`config.mk`:
```
export PLATFORM = sky130hd
export DESIGN_NAME = fp_mul_issue_ctrl
export DESIGN_NICKNAME = d
export VERILOG_FILES = /design/src/rtl/fp_mul_issue_ctrl.sv
export SDC_FILE = /design/constraint.sdc
export NUM_CORES = 1
export LEC_CHECK = 0
export ABC_AREA = 1
export BUFFER_PORTS_ARGS = -buffer_cell sky130_fd_sc_hd__buf_2
export CAP_MARGIN = 10
export CORE_AREA = 2 2 214 216
export DETAILED_ROUTE_END_ITERATION = 7
export DIE_AREA = 0 0 216 218
export PLACE_DENSITY = 0.57
export SETUP_SLACK_MARGIN = 0.2
export SYNTH_ARGS = -nofsm -noshare
export SYNTH_HDL_FRONTEND = slang
export SYNTH_SLANG_ARGS = --single-unit
```
`constraint.sdc`:
```
create_clock -name clk -period 10.5 [get_ports clk]
set_input_delay 1.05 -clock clk [delete_from_list [all_inputs] [get_ports clk]]
set_output_delay 1.05 -clock clk [all_outputs]
set_load 0.02 [all_outputs]
```
`src/rtl/fp_mul_issue_ctrl.sv`:
```
// rtl/fp_mul_issue_ctrl.sv - operand issue / result return controller for the SP FP multiplier
//
// Purpose:
//   Queues IEEE-754 operand pairs in a DEPTH-entry FIFO, issues them one at a
//   time to the multiplier (start pulse, operands held until result capture),
//   returns each result on a valid/ready port and substitutes a qNaN timeout
//   result if the multiplier never signals done.
//
// Ports:
//   clk, n_rst                      clock, synchronous active-high reset
//   in_valid/in_ready/in_op1/in_op2 operand pair input
//   mul_start, mul_serv, op1, op2   multiplier issue side
//   mul_result, mul_done,
//   mul_overflow, mul_busy          multiplier return side
//   out_valid/out_ready/out_result,
//   out_overflow, out_timeout       result output
//   ovf_sticky                      only with FP_MUL_STICKY_OVF_EN defined
//
// Build option:
//   FP_MUL_STICKY_OVF_EN - adds ovf_sticky, set by any result delivered with
//   out_overflow=1 and cleared only by reset.

module fp_mul_issue_ctrl #(
    parameter int DEPTH   = 4,
    parameter int TIMEOUT = 15
) (
    input  logic        clk,
    input  logic        n_rst,
    input  logic        in_valid,
    output logic        in_ready,
    input  logic [31:0] in_op1,
    input  logic [31:0] in_op2,
    output logic        mul_start,
    output logic        mul_serv,
    output logic [31:0] op1,
    output logic [31:0] op2,
    input  logic [31:0] mul_result,
    input  logic        mul_done,
    input  logic        mul_overflow,
    input  logic        mul_busy,
    output logic        out_valid,
    input  logic        out_ready,
    output logic [31:0] out_result,
    output logic        out_overflow,
`ifdef FP_MUL_STICKY_OVF_EN
    output logic        ovf_sticky,
`endif
    output logic        out_timeout
);

    localparam int AW = (DEPTH > 1) ? $clog2(DEPTH) : 1;
    localparam int CW = $clog2(DEPTH) + 1;
    localparam int TW = $clog2(TIMEOUT);

    localparam logic [CW-1:0] DEPTH_C    = CW'(DEPTH);
    localparam logic [TW-1:0] TIMER_LAST = TW'(TIMEOUT - 1);
    localparam logic [31:0]   QNAN       = 32'h7FC0_0000;

    localparam logic [1:0] S_IDLE  = 2'd0;
    localparam logic [1:0] S_ISSUE = 2'd1;
    localparam logic [1:0] S_WAIT  = 2'd2;
    localparam logic [1:0] S_HOLD  = 2'd3;

    logic [63:0]   mem [DEPTH];
    logic [AW-1:0] wr_ptr;
    logic [AW-1:0] rd_ptr;
    logic [CW-1:0] count;
    logic [1:0]    state;
    logic [TW-1:0] timer;
    logic          push;
    logic          pop;

    // in_ready looks only at the registered count, so a full FIFO refuses a
    // push even in a cycle where the head is being popped.
    assign in_ready  = (count < DEPTH_C);
    assign push      = in_valid && in_ready;
    assign pop       = (state == S_IDLE) && (count != '0) && !mul_busy;
    assign mul_start = (state == S_ISSUE);

    always_ff @(posedge clk) begin
        if (push) begin
            mem[wr_ptr] <= {in_op1, in_op2};
        end
    end

    always_ff @(posedge clk) begin
        if (n_rst) begin
            wr_ptr <= '0;
            rd_ptr <= '0;
            count  <= '0;
        end else begin
            if (push) begin
                wr_ptr <= wr_ptr + 1'b1;
            end
            if (pop) begin
                rd_ptr <= rd_ptr + 1'b1;
            end
            if (push && !pop) begin
                count <= count + 1'b1;
            end else if (pop && !push) begin
                count <= count - 1'b1;
            end
        end
    end

    always_ff @(posedge clk) begin
        if (n_rst) begin
            state        <= S_IDLE;
            timer        <= '0;
            op1          <= '0;
            op2          <= '0;
            out_valid    <= 1'b0;
            out_result   <= '0;
            out_overflow <= 1'b0;
            out_timeout  <= 1'b0;
            mul_serv     <= 1'b0;
        end else begin
            mul_serv <= 1'b0;
            case (state)
                S_IDLE: begin
                    if (pop) begin
                        {op1, op2} <= mem[rd_ptr];
                        state      <= S_ISSUE;
                    end
                end
                S_ISSUE: begin
                    timer <= '0;
                    state <= S_WAIT;
                end
                S_WAIT: begin
                    if (mul_done) begin
                        out_result   <= mul_result;
                        out_overflow <= mul_overflow;
                        out_timeout  <= 1'b0;
                        out_valid    <= 1'b1;
                        mul_serv     <= 1'b1;
                        state        <= S_HOLD;
                    end else if (timer == TIMER_LAST) begin
                        // Release the multiplier slot and report a qNaN so
                        // the queue behind this operation keeps moving.
                        out_result   <= QNAN;
                        out_overflow <= 1'b1;
                        out_timeout  <= 1'b1;
                        out_valid    <= 1'b1;
                        mul_serv     <= 1'b1;
                        state        <= S_HOLD;
                    end else begin
                        timer <= timer + 1'b1;
                    end
                end
                S_HOLD: begin
                    if (out_ready) begin
                        out_valid <= 1'b0;
                        state     <= S_IDLE;
                    end
                end
                default: begin
                    state <= S_IDLE;
                end
            endcase
        end
    end

`ifdef FP_MUL_STICKY_OVF_EN
    always_ff @(posedge clk) begin
        if (n_rst) begin
            ovf_sticky <= 1'b0;
        end else if (out_valid && out_ready && out_overflow) begin
            ovf_sticky <= 1'b1;
        end
    end
`endif

endmodule

```
Yosys cells after proc, flatten, opt, wreduce, memory -nomap -nowiden
Memories as Yosys holds them, arrays and structs flattened. A register that Yosys moved wholly into a read port is not among the register bits.
Index checks and enable logic that the tools add are counted.
{"block": "op_classes", "addsub": 5, "order_cmp": 1, "eq_ne": 9, "muxes": 22, "bitwise_logic": 1, "n_reduce_logical": 20}
{"cell": "2-to-1 mux 32 bit", "n": 2}
{"cell": "2-to-1 mux 1 bit", "n": 9}
{"cell": "AND reduction 3 bit", "n": 3}
{"cell": "2-to-1 mux 2 bit", "n": 4}
{"cell": "2-to-1 mux 4 bit", "n": 2}
{"cell": "!= test 2 bit, second input constant", "n": 4}
{"cell": "case mux 2 bit (4 select lines)", "n": 1}
{"cell": "case mux 4 bit (2 select lines)", "n": 1}
{"cell": "nonzero test 2 bit", "n": 4}
{"cell": "2-to-1 mux 3 bit", "n": 2}
{"cell": "logical AND 1 bit", "n": 5}
{"cell": "adder 2 x 1 -> 2 bit, second input constant", "n": 2}
{"cell": "adder 4 x 1 -> 4 bit, second input constant", "n": 1}
{"cell": "equality test 2 bit, second input constant", "n": 2}
{"cell": "equality test 4 bit, second input constant", "n": 1}
{"cell": "AND reduction 2 bit", "n": 2}
{"cell": "adder 3 x 1 -> 3 bit, second input constant", "n": 1}
{"cell": "zero test 1 bit", "n": 3}
{"cell": "less-than comparator 3 bit, second input constant", "n": 1}
{"cell": "!= test 3 bit, second input constant", "n": 1}
{"cell": "nonzero test 3 bit", "n": 1}
{"cell": "subtractor 3 x 1 -> 3 bit, second input constant", "n": 1}
{"cell": "equality test 2 x 1 -> 1 bit, second input constant", "n": 1}
{"cell": "zero test 2 bit", "n": 1}
{"cell": "3 further kinds", "n": 3}
{"block": "word_totals", "ff_bits": 49, "mem_bits_rw": 256, "in_bits": 103, "output_inout_bits": 102, "mem_count": 1}
{"memory": "mem", "words": 4, "width": 64, "read_ports": 1, "rd_ports_with_merged_regs": 1, "wr": 1, "line": "64", "source": "logic [63:0] mem [DEPTH];"}

Logic depth before layout (Yosys ltp)
{"block": "depth", "depth_word": 6, "mapped_depth": 13}

Worst setup path after synthesis
OpenSTA, ideal clock, no wires.
{"block": "synth_timing", "path_type": "input to register", "from": "input in_valid", "to": "memory mem[0][0], enable pin", "setup_ps": 487, "arrival_ps": 3907, "t_required_ps": 10013, "slack_ps": 6106, "cell_stages": 2, "n_path_buf": 0, "path_cell_list": "nand2_1 > nor2_1"}
{"block": "synth_between", "elab_chain_len": 3}
{"element": "from (decl)", "line": "29", "source": "input logic in_valid,"}
{"element": "logical AND 1 bit", "line": "76", "source": "assign push = in_valid && in_ready;"}
{"element": "2-to-1 mux 1 bit", "line": "81", "source": "if (push) begin"}
{"element": "2-to-1 mux 1 bit (not written as such)", "line": "82", "source": "mem[wr_ptr] <= {in_op1, in_op2};"}
{"element": "to (decl)", "line": "64"}
No other way between the ends.

Final worst setup path
{"block": "layout_timing", "from": "register state[0]", "to": "register rd_ptr[1]"}
{"block": "layout_between", "elab_chain_len": 3}
{"element": "from (decl)", "line": "68", "source": "logic [1:0] state;"}
{"element": "from (signal assigned)", "line": "108", "source": "state <= S_IDLE;"}
{"element": "from (signal assigned)", "line": "123", "source": "state <= S_ISSUE;"}
{"element": "from (signal assigned)", "line": "128", "source": "state <= S_WAIT;"}
{"element": "zero test 2 bit", "line": "77", "source": "assign pop = (state == S_IDLE) && (count != '0) && !mul_busy;"}
{"element": "logical AND 1 bit (2 in series)", "line": "77"}
{"element": "to (signal assigned)", "line": "96", "source": "rd_ptr <= rd_ptr + 1'b1;"}
{"element": "to (decl)", "line": "66", "source": "logic [AW-1:0] rd_ptr;"}
No other way between the ends.
A chain may end at the register's enable or synchronous reset.

==> out/qor.yml <==
status: "complete, no violations"
ios: 205
startpoint: "state[0]"
synth.top_cell.area_share_pct: 55.7
r2r_start: "state[0]"
cts_hold_buf: 0
cts_tree: "built"
power.total_uw: 4410
cp-endpoint: "rd_ptr[1]"
grt_pass1_wl_um: 50600
via_per_inst: 4.61
cts_sinks: 369
hold_violations: 0
cp-end-kind: "flop"
power.leakage_uw: 0.00630
internal_power_uw: 3040
fin_setup_tns_ns: 0
r2r_cells: 8
post_drt_wl_per_cell_um: 16.8
die_x_um: 216
synthTopCellsByArea: "edfxtp_1, dfxtp_1, nor2_1"
synthCells: 1177
drtAntennaViolNets: 0
p_per_area_nw_per_um2: 264
timing_max_transition_violations_final: 0
syn-cell-area_um2: 13800
fp-row-count: 78
core_um2: 44900
pwr-share-comb_pct: 22.2
synth_warnings: 0
required_ns: 10.94
io_buffers: 204
cts_resized: 0
place_congestion: 0.758
postRouteWirelength_um: 33500
synthDistinctLibCells: 29
startpoint_type: "flop"
clkLatencyLatePin_ns: 0.56
syn_nets: 1293
cts_root_buf: "clkbuf_16"
grt_use_total_pct: 13.9
synth-edff-count: 256
maxCapViolations: 0
ir_drop_mv: 0.125
cts_inserted_buffers: 41
fin_util_pct: 37.2
antenna_found_initial: 6
switchingPower_uw: 1370
path_class: "reg -> reg"
fin_nets: 1474
swShare_pct: 31.0
start_util_pct: 30.7
grt_max_degree: 106
synth_area_leader_cell: "edfxtp_1"
vias: 9179
fp.dieArea_um2: 47100
arrival_ns: 3.34
rsz0062_at_grt: "false"
reg2reg_to: "rd_ptr[1]"
drtIter0Drc: 562
first_pass_iters: 5
ys.flop_type: "edfxtp_1"
final_cell_count_no_fill: 1991
rrSetupSlack_ns: 7.60
seq_area_frac_synth_pct: 72.2
post-cts-setup-buffers: 0
clock_path_buffers: 3
hpwl_um: 18700
p_clk_share_pct: 35.1
seqPwrFrac_pct: 42.8
clkTransAtPathRegs_ns: 0.05
min_period_over_period_pct: 27.6
avgSynthCellArea_um2: 11.7
relSlewSlack_pct: 20.2
drc: 0
dpl.cell_count: 1915
overflow: 0
grt_pass1_vias: 8682
layout-drive-gt1-share_pct: 22.3
ys_ff_latch: 369
final-setup-viol-count: 0
die_y_um: 218
max_freq_ghz: 0.345
synthArstFlopShare_pct: 0
hp-class: "reg -> reg"
cts.htree.levels: 2
worstMarginPinSlew_ns: 1.20
finalCriticalPeriod_ns: 2.90
cp_max_fo: 70
syn_to_final_growth_pct: 21.2
clock_skew_ns: 0.0168
## state kept, by name (all words and copies together) (netlist names)
| name | flops |
|---|---|
| op2 | 32 |
| wr_ptr | 2 |
| op1 | 32 |
| rd_ptr | 2 |
| state | 2 |
| mem | 256 |
| out_result | 32 |
| out_timeout | 1 |
| mul_serv | 1 |
| out_overflow | 1 |
| timer | 4 |
| out_valid | 1 |
| count | 3 |
## layer usage
metal  wire [µm]  up-vias  track usage, %
li1            -     4492               -
met1       15500     4401            18.4
met2       15200      219            22.2
met3        2050       57            4.02
met4         714       10            4.04
met5          69        -               0
## cell usage after synthesis (6+ instances only)
library cell and count:
a21oi_1 32, buf_2 35, buf_6 10, clkbuf_1 23
dfxtp_1 113, edfxtp_1 256, ha_1 12, inv_1 17
inv_2 18, nand2_1 65, nand3_1 6, nor2_1 292
o21ai_0 172, o21ai_1 35, o21ai_2 6, o22ai_1 64
## placed cells by master, fill, tap and decap left out, types with 2 or more instances in the layout
cell type   instances
nor2_1            288
inv_2              18
ha_1               12
dfxtp_1           111
nand3_1             6
clkinv_2            3
inv_1              17
clkinvlp_4          3
buf_4               9
edfxtp_1          256
clkbuf_1            8
buf_2             204
o22ai_1            64
inv_6               2
clkbuf_16          45
clkbuf_8            2
o211ai_1            2
nand2_1            65
nor2_4              4
bufinv_16           7
o21ai_1            35
o21ai_0           172
nand4_1             4
a21oi_1            32
clkinv_4            2
o21ai_2             6
clkinv_1            4
## layout make-up
| class | instances | area [µm²] |
|---|---|---|
| clock inverters | 20 | 294 |
| fillers | 4433 | 28200 |
| flip-flops and latches | 369 | 9950 |
| clock buffers | 55 | 1180 |
| diodes | 1 | 2.50 |
| repair buffers | 213 | 1090 |
| inverters | 37 | 141 |
| well taps | 600 | 751 |
| multi-input cells | 696 | 3300 |
## cell families (layout without fill, tap and decap cells)
logic type | Yosys count | count (layout) | synth area share (%)
and+or+nand+nor | 371 | 371 | 10.3
adders and majority gates | 13 | 13 | 1.23
other | 0 | 1 | 0
AOI/OAI and AO/OA | 311 | 311 | 12.1
buffers and inverters | 112 | 325 | 4.18
xor gates and xnor gates | 1 | 1 | 0.0635
DFF | 369 | 369 | 72.2
## how the worst min path moves through the flow
stage / startpoint / to / slack [ns] / depth (start not counted)
final: out_result[2] / out_result[2] / 0.46 / 2
after global placement: out_result[1] / out_result[1] / 0.45 / 2
after CTS: out_result[2] / out_result[2] / 0.46 / 2
after floorplan: timer[0] / timer[0] / 0.43 / 1
after detailed placement: out_result[26] / out_result[26] / 0.45 / 2
after global routing: out_result[5] / out_result[5] / 0.47 / 2
## critical path, cell delays in order (launching register included)
cell and delay (ns):
dfxtp_1 0.34, inv_1 0.11, ha_1 0.19, inv_2 0.03
nor2_1 0.16, nand2_4 0.52, inv_2 1.07, nand3_1 0.12
and3_1 0.21
## stage by stage
step | hold WS [ns] | setup WS [ns] | instance area, µm²
global route | 0.473 | 7.17 | 16700
global placement | 0.446 | 7.00 | 15200
CTS | 0.463 | 7.47 | 16700
floorplan | 0.431 | 6.11 | 13800
detailed placement | 0.452 | 7.00 | 15200
finish | 0.458 | 7.60 | 16700
## power by group through the flow
| stage | Clock (µW) | Sequential [µW] | Combinational (µW) |
|---|---|---|---|
| 5_1_grt | 1640 | 1910 | 1090 |
| 6_report | 1550 | 1890 | 978 |
| 3_3_place_gp | 0 | 1920 | 985 |
| 4_1_cts | 1590 | 1890 | 999 |
| 3_5_place_dp | 0 | 1920 | 996 |
| 2_1_floorplan | 0 | 2030 | 581 |
Power figures use the tool's default switching activity.
